File: src/rtl/cache_refill_pkg.sv
// Shared cache parameters, refill FSM state encoding and beat-count helper.
package cache_refill_pkg;

   typedef enum logic [1:0] {
      ST_IDLE = 2'd0,
      ST_WB   = 2'd1,
      ST_RD   = 2'd2,
      ST_FILL = 2'd3
   } refill_state_t;

   localparam int ADDR_WIDTH          = 32;
   localparam int DEF_LINE_SIZE_BYTES = 64;
   localparam int DEF_DATA_WIDTH      = 32;
   localparam int DEF_INDEX_BITS      = 8;
   localparam int OFFSET_BITS         = $clog2(DEF_LINE_SIZE_BYTES);
   localparam int DEF_TAG_BITS        = ADDR_WIDTH - DEF_INDEX_BITS - OFFSET_BITS;

   // Number of memory beats needed to move one full line.
   function automatic int beats_per_line(input int line_bytes, input int data_width);
      return (line_bytes * 8) / data_width;
   endfunction

   localparam int BEATS_PER_LINE = beats_per_line(DEF_LINE_SIZE_BYTES, DEF_DATA_WIDTH);

endpackage

File: src/rtl/cache_refill_line_buffer.sv
// Line assembly buffer: one memory beat written per enabled cycle.
module refill_line_buffer
   import cache_refill_pkg::*;
#(
   parameter int LINE_W     = DEF_LINE_SIZE_BYTES * 8,
   parameter int DATA_WIDTH = DEF_DATA_WIDTH,
   parameter int BEAT_W     = 4
) (
   input  logic                  clk,
   input  logic                  rst,
   input  logic                  wr_en,
   input  logic [BEAT_W-1:0]     wr_beat,
   input  logic [DATA_WIDTH-1:0] wr_data,
   output logic [LINE_W-1:0]     line
);

   logic [LINE_W-1:0] line_r;

   // Store the incoming beat into its slot, beat 0 at the least significant end.
   always_ff @(posedge clk or posedge rst) begin
      if (rst) begin
         line_r <= {LINE_W{1'b0}};
      end else if (wr_en) begin
         line_r[wr_beat*DATA_WIDTH +: DATA_WIDTH] <= wr_data;
      end
   end

   assign line = line_r;

endmodule

File: src/rtl/cache_refill.sv
// Cache miss handler: optional victim writeback, line read, one-cycle fill strobe.
module cache_refill
   import cache_refill_pkg::*;
#(
   parameter int LINE_SIZE_BYTES = DEF_LINE_SIZE_BYTES,
   parameter int TAG_BITS        = DEF_TAG_BITS,
   parameter int INDEX_BITS      = DEF_INDEX_BITS,
   parameter int DATA_WIDTH      = DEF_DATA_WIDTH
) (
   input  logic                         clk,
   input  logic                         rst,
   input  logic                         i_miss_valid,
   output logic                         o_miss_ready,
   input  logic [TAG_BITS-1:0]          i_tag,
   input  logic [INDEX_BITS-1:0]        i_index,
   input  logic                         i_victim_dirty,
   input  logic [TAG_BITS-1:0]          i_victim_tag,
   input  logic [LINE_SIZE_BYTES*8-1:0] i_victim_data,
   output logic                         o_mem_req,
   output logic                         o_mem_we,
   output logic [ADDR_WIDTH-1:0]        o_mem_addr,
   output logic [DATA_WIDTH-1:0]        o_mem_wdata,
   input  logic                         i_mem_ack,
   input  logic [DATA_WIDTH-1:0]        i_mem_rdata,
   output logic                         o_fill_valid,
   output logic [TAG_BITS-1:0]          o_fill_tag,
   output logic [INDEX_BITS-1:0]        o_fill_index,
   output logic [LINE_SIZE_BYTES*8-1:0] o_fill_data,
   output logic                         o_busy
);

   localparam int LINE_W     = LINE_SIZE_BYTES * 8;
   localparam int BEATS      = beats_per_line(LINE_SIZE_BYTES, DATA_WIDTH);
   localparam int BEAT_W     = (BEATS > 1) ? $clog2(BEATS) : 1;
   localparam int OFF_W      = $clog2(LINE_SIZE_BYTES);
   localparam int BYTE_SHIFT = $clog2(DATA_WIDTH / 8);
   localparam logic [BEAT_W-1:0] LAST_BEAT = BEAT_W'(BEATS - 1);

   refill_state_t           state_r, state_s;
   logic [BEAT_W-1:0]       beat_r, beat_s;
   logic [TAG_BITS-1:0]     tag_r, tag_s, vtag_r, vtag_s;
   logic [INDEX_BITS-1:0]   index_r, index_s;
   logic [LINE_W-1:0]       vdata_r, vdata_s;
   logic                    accept_s, ack_s, last_s, buf_we_s;
   logic [LINE_W-1:0]       line_s, fill_line_s;
   logic [OFF_W-1:0]        offset_s;

   logic                    mem_req_r, mem_req_s, mem_we_r, mem_we_s;
   logic [ADDR_WIDTH-1:0]   mem_addr_r, mem_addr_s;
   logic [DATA_WIDTH-1:0]   mem_wdata_r, mem_wdata_s;
   logic                    fill_valid_r, fill_valid_s;
   logic [TAG_BITS-1:0]     fill_tag_r, fill_tag_s;
   logic [INDEX_BITS-1:0]   fill_index_r, fill_index_s;
   logic [LINE_W-1:0]       fill_data_r, fill_data_s;
   logic                    busy_r, busy_s, miss_ready_r, miss_ready_s;

   // An ack only counts while a beat is actually being requested.
   assign accept_s = i_miss_valid & (state_r == ST_IDLE);
   assign ack_s    = i_mem_ack & mem_req_r;
   assign last_s   = (beat_r == LAST_BEAT);
   assign buf_we_s = ack_s & (state_r == ST_RD);

   refill_line_buffer #(
      .LINE_W     (LINE_W),
      .DATA_WIDTH (DATA_WIDTH),
      .BEAT_W     (BEAT_W)
   ) u_line_buffer (
      .clk     (clk),
      .rst     (rst),
      .wr_en   (buf_we_s),
      .wr_beat (beat_r),
      .wr_data (i_mem_rdata),
      .line    (line_s)
   );

   // Next state, beat counter and captured miss context.
   always_comb begin
      state_s = state_r;
      beat_s  = beat_r;
      tag_s   = tag_r;
      index_s = index_r;
      vtag_s  = vtag_r;
      vdata_s = vdata_r;
      case (state_r)
         ST_IDLE: begin
            if (accept_s) begin
               state_s = i_victim_dirty ? ST_WB : ST_RD;
               beat_s  = {BEAT_W{1'b0}};
               tag_s   = i_tag;
               index_s = i_index;
               vtag_s  = i_victim_tag;
               vdata_s = i_victim_data;
            end else begin
               state_s = ST_IDLE;
            end
         end
         ST_WB, ST_RD: begin
            if (ack_s && last_s) begin
               state_s = (state_r == ST_WB) ? ST_RD : ST_FILL;
               beat_s  = {BEAT_W{1'b0}};
            end else if (ack_s) begin
               beat_s = beat_r + BEAT_W'(1);
            end else begin
               beat_s = beat_r;
            end
         end
         ST_FILL: begin
            state_s = ST_IDLE;
         end
         default: begin
            state_s = ST_IDLE;
            beat_s  = {BEAT_W{1'b0}};
         end
      endcase
   end

   // Output values for the coming cycle; address and wdata hold when no beat is requested.
   always_comb begin
      mem_req_s    = (state_s == ST_WB) || (state_s == ST_RD);
      mem_we_s     = (state_s == ST_WB);
      busy_s       = (state_s != ST_IDLE);
      miss_ready_s = (state_s == ST_IDLE);
      fill_valid_s = (state_s == ST_FILL);
      offset_s     = OFF_W'(beat_s) << BYTE_SHIFT;
      mem_addr_s   = mem_addr_r;
      mem_wdata_s  = mem_wdata_r;
      fill_line_s  = line_s;
      fill_line_s[beat_r*DATA_WIDTH +: DATA_WIDTH] = i_mem_rdata;
      if (mem_req_s) begin
         mem_addr_s = ADDR_WIDTH'({((state_s == ST_WB) ? vtag_s : tag_s), index_s, offset_s});
         if (state_s == ST_WB) begin
            mem_wdata_s = vdata_s[beat_s*DATA_WIDTH +: DATA_WIDTH];
         end else begin
            mem_wdata_s = mem_wdata_r;
         end
      end else begin
         mem_addr_s  = mem_addr_r;
         mem_wdata_s = mem_wdata_r;
      end
      if (fill_valid_s) begin
         fill_tag_s   = tag_s;
         fill_index_s = index_s;
         fill_data_s  = fill_line_s;
      end else begin
         fill_tag_s   = fill_tag_r;
         fill_index_s = fill_index_r;
         fill_data_s  = fill_data_r;
      end
   end

   // State, context and registered outputs.
   always_ff @(posedge clk or posedge rst) begin
      if (rst) begin
         state_r      <= ST_IDLE;
         beat_r       <= {BEAT_W{1'b0}};
         tag_r        <= {TAG_BITS{1'b0}};
         index_r      <= {INDEX_BITS{1'b0}};
         vtag_r       <= {TAG_BITS{1'b0}};
         vdata_r      <= {LINE_W{1'b0}};
         mem_req_r    <= 1'b0;
         mem_we_r     <= 1'b0;
         mem_addr_r   <= {ADDR_WIDTH{1'b0}};
         mem_wdata_r  <= {DATA_WIDTH{1'b0}};
         fill_valid_r <= 1'b0;
         fill_tag_r   <= {TAG_BITS{1'b0}};
         fill_index_r <= {INDEX_BITS{1'b0}};
         fill_data_r  <= {LINE_W{1'b0}};
         busy_r       <= 1'b0;
         miss_ready_r <= 1'b1;
      end else begin
         state_r      <= state_s;
         beat_r       <= beat_s;
         tag_r        <= tag_s;
         index_r      <= index_s;
         vtag_r       <= vtag_s;
         vdata_r      <= vdata_s;
         mem_req_r    <= mem_req_s;
         mem_we_r     <= mem_we_s;
         mem_addr_r   <= mem_addr_s;
         mem_wdata_r  <= mem_wdata_s;
         fill_valid_r <= fill_valid_s;
         fill_tag_r   <= fill_tag_s;
         fill_index_r <= fill_index_s;
         fill_data_r  <= fill_data_s;
         busy_r       <= busy_s;
         miss_ready_r <= miss_ready_s;
      end
   end

   assign o_miss_ready = miss_ready_r;
   assign o_mem_req    = mem_req_r;
   assign o_mem_we     = mem_we_r;
   assign o_mem_addr   = mem_addr_r;
   assign o_mem_wdata  = mem_wdata_r;
   assign o_fill_valid = fill_valid_r;
   assign o_fill_tag   = fill_tag_r;
   assign o_fill_index = fill_index_r;
   assign o_fill_data  = fill_data_r;
   assign o_busy       = busy_r;

endmodule
File: config.mk
export PLATFORM = sky130hd
export DESIGN_NAME = cache_refill
export DESIGN_NICKNAME = d
export VERILOG_FILES = /design/src/rtl/cache_refill_pkg.sv /design/src/rtl/cache_refill_line_buffer.sv /design/src/rtl/cache_refill.sv
export SDC_FILE = /design/constraint.sdc
export NUM_CORES = 2
export LEC_CHECK = 0
export CORE_AREA = 2 2 461 463
export DETAILED_ROUTE_END_ITERATION = 16
export DIE_AREA = 0 0 463 465
export PLACE_DENSITY = 0.6
export SLEW_MARGIN = 20
export SYNTH_ARGS = -nofsm -noshare
export SYNTH_HDL_FRONTEND = slang
export SYNTH_SLANG_ARGS = --single-unit
File: constraint.sdc
create_clock -name clk -period 70.8 [get_ports clk]
set_input_delay 14.16 -clock clk [delete_from_list [all_inputs] [get_ports clk]]
set_output_delay 14.16 -clock clk [all_outputs]
set_load 0.01 [all_outputs]
==> results.json <==
{
  "synth_warnings": 0,
  "power_frac_seq_pct": 40.5,
  "p_switching_uw": 1180,
  "swShare_pct": 34.8,
  "dp_hpwl_um": 226000,
  "syn_inst": 8241,
  "hold_viol": 0,
  "crit_buf_inv": 5,
  "status": "finished, final reports clean",
  "crit_arrival_ns": 19.48,
  "ys_top_cells_by_count": "nand2_1, dfrtp_1, nor2_1",
  "powerDensity_nw_per_um2": 36.0,
  "io_pins": 1200,
  "ant_nets": 0,
  "post-route-min-period_ns": 18.73,
  "viasPerCell": 5.34,
  "critPathCaptureType": "flop",
  "tightest_slew_ns": 1.13,
  "yosysSeqAreaShare_pct": 57.3,
  "intPower_uw": 2210,
  "syn_to_final_growth_pct": 28.1,
  "drt_iter0_markers": 6473,
  "critical_path_class": "primary input to flop",
  "syn_avg_cell_area_um2": 8.90,
  "port_buffers": 1197,
  "crit_chain": "clkdlybuf4s50_1, nand3_4, nor2_1, mux2i_1, a22oi_1, inv_1, ha_4, buf_4, buf_12, buf_4, nor2_1, a21oi_1",
  "grt_antenna_before_repair": 42,
  "place_congestion": 0.958,
  "synth_area_leaders": "dfrtp_1, nand2_1, a21oi_1",
  "overflow": 0,
  "fmax_mhz": 53.4,
  "slowest_stage": "buf_4",
  "grt_max_degree": 222,
  "cts.hold.buffers_added": 0,
  "ys_ff_latch": 1679,
  "p_comb_share_pct": 30.0,
  "cts_root_buffer": "clkbuf_16",
  "tns_ns": 0,
  "die_height_um": 465,
  "grt_use_total_pct": 29.2,
  "syn_area_um2": 73300,
  "nNetsFinal": 9738,
  "skew_ns": 0.0538,
  "start_kind": "primary input",
  "nFillCells": 20200,
  "drc_errors": 0,
  "vias": 64800,
  "slew_violations": 0,
  "synth_most_common_cell": "nand2_1",
  "crit_path_max_fanout": 221,
  "dieArea_um2": 215000,
  "rsz0062_at_grt": "no",
  "cts_made_buffers": 181,
  "timing.max_cap.violations": 0,
  "ir_drop_v": 0.0000247,
  "clk_latency_ns": 0.85,
  "wl_per_cell_um": 26.5,
  "grt_pass1_vias": 61700,
  "postCtsSetupBuffers": 0,
  "synth_edf_count": 0,
  "power_uw": 3390,
  "coreArea_um2": 211000,
  "synth_cell_types": 67,
  "synth-async-reset-ratio_pct": 100,
  "start_util_pct": 34.8,
  "hp-class": "flop to flop",
  "dr.pass1.iters": 6,
  "wirelength_um": 322000,
  "yosysTopAreaCell": "dfrtp_1",
  "p_leak_uw": 0.0411,
  "period_share_pct": 26.5,
  "grt_first_pass_wirelength_um": 457000,
  "yosys_most_used_dff": "dfrtp_1",
  "clk_pin_slew_ns": 0.06,
  "p_clk_share_pct": 29.5,
  "htreeDepth": 4,
  "synth_top_area_share_pct": 57.3,
  "clock_sinks": 1679,
  "dieWidth_um": 463,
  "tritoncts": "built",
  "cp.required_ns": 71.55,
  "drive_gt1_share_pct": 6.38,
  "finalSetupViolations": 0,
  "critical_path.max_stage_delay_ns": 0.85,
  "slew_headroom_pct": 24.7,
  "cts_buffer_depth": 3,
  "critical-path-top-delay-family": "buffers and inverters",
  "rows": 169,
  "cts-resized-gates": 0
}
[cell type report]
cell class / count / area, um^2 / area share, %
inverters: 167 / 639 / 0.681
multi-input cells: 5761 / 28200 / 30.1
well taps: 2821 / 3530 / 3.76
clock buffers: 270 / 5370 / 5.71
diodes: 29 / 72.6 / 0.0773
flip-flops and latches: 1679 / 42000 / 44.7
clock inverters: 57 / 875 / 0.931
repair buffers: 1344 / 13200 / 14.0
[per-stage QoR]
stage,area (um^2),hold WS [ns],instances,util [%],setup slack (ns)
6_report,93900,0.470,12100,44.6,52.07
5_1_grt,93900,0.475,12100,44.5,51.62
4_1_cts,93800,0.470,12100,44.5,52.10
3_5_place_dp,87600,0.455,11800,41.5,51.17
3_3_place_gp,87600,0.448,11800,41.5,51.26
2_1_floorplan,73300,0.434,8242,-,9.25
[tightest hold or removal path: stages, from the launching register on]
cell     delay, ns
dfrtp_1       0.32
nand2_1       0.04
nand2_1       0.07
[power by group through the flow]
stage / Combinational [uW] / Clock (uW) / Sequential [uW]
floorplan: 340 / 0 / 1390
detailed placement: 1010 / 0 / 1380
global placement: 1000 / 0 / 1380
finish: 1010 / 999 / 1370
CTS: 1020 / 1010 / 1370
global route: 1080 / 1050 / 1390
[registers in the layout (all words and copies together) (netlist names)]
name and count:
o_fill_data 512, u_line_buffer.line 512, vdata_r 512, o_mem_wdata 32
o_mem_addr 30, o_fill_tag 18, tag_r 18, vtag_r 18
index_r 8, o_fill_index 8, beat_r 4, state_r 2
o_busy 1, o_fill_valid 1, o_mem_req 1, o_mem_we 1
o_miss_ready 1
[metal layers]
metal,wire (um),part of all wire (%),track usage (%)
met3,25100,7.8,6.11
met4,25100,7.8,19.7
met2,144000,45,44.8
met1,127000,40,37.1
met5,25,0.0078,0
[logic make-up (layout without fill, tap and decap cells)]
kind of cell,Yosys count,after routing,synth area share [%]
muxes,366,366,5.14
DFF,1679,1679,57.3
and+or+nand+nor,3386,3386,17.9
buffers and inverters,802,1838,4.46
AOI/OAI and AO/OA,1996,1996,14.9
other,1,31,0.00512
adders and majority gates,11,11,0.188
[layout by cell type, fill, tap and decap left out, drive strengths merged, types with 80 or more instances in the layout]
| cell | instances |
|---|---|
| a211oi | 126 |
| nand2 | 1937 |
| clkdlybuf4s50 | 1197 |
| mux2 | 85 |
| clkbuf | 270 |
| dfrtp | 1678 |
| nor2 | 1178 |
| nor3 | 151 |
| a21oi | 1029 |
| nand3 | 80 |
| mux2i | 281 |
| buf | 147 |
| o21ai | 611 |
| inv | 174 |
[path summary, 6_finish.rpt]
check	end	slack (ns)	depth (start not counted)	startpoint
min in group asynchronous	o_mem_addr[20]$_DFFE_PP0P_	13.83	2	rst
hold reg to reg	vdata_r[40]$_DFF_PP0_	0.47	2	vdata_r[40]$_DFF_PP0_
hold / removal	vdata_r[40]$_DFF_PP0_	0.47	2	vdata_r[40]$_DFF_PP0_
setup / recovery	o_fill_data[322]$_DFFE_PP0P_	52.07	12	i_mem_ack
setup reg to reg	o_fill_data[322]$_DFFE_PP0P_	65.00	11	state_r[0]$_DFF_PP0_
max in group asynchronous	o_fill_data[178]$_DFFE_PP0P_	52.61	7	rst
(Power assumes the default switching activity.)
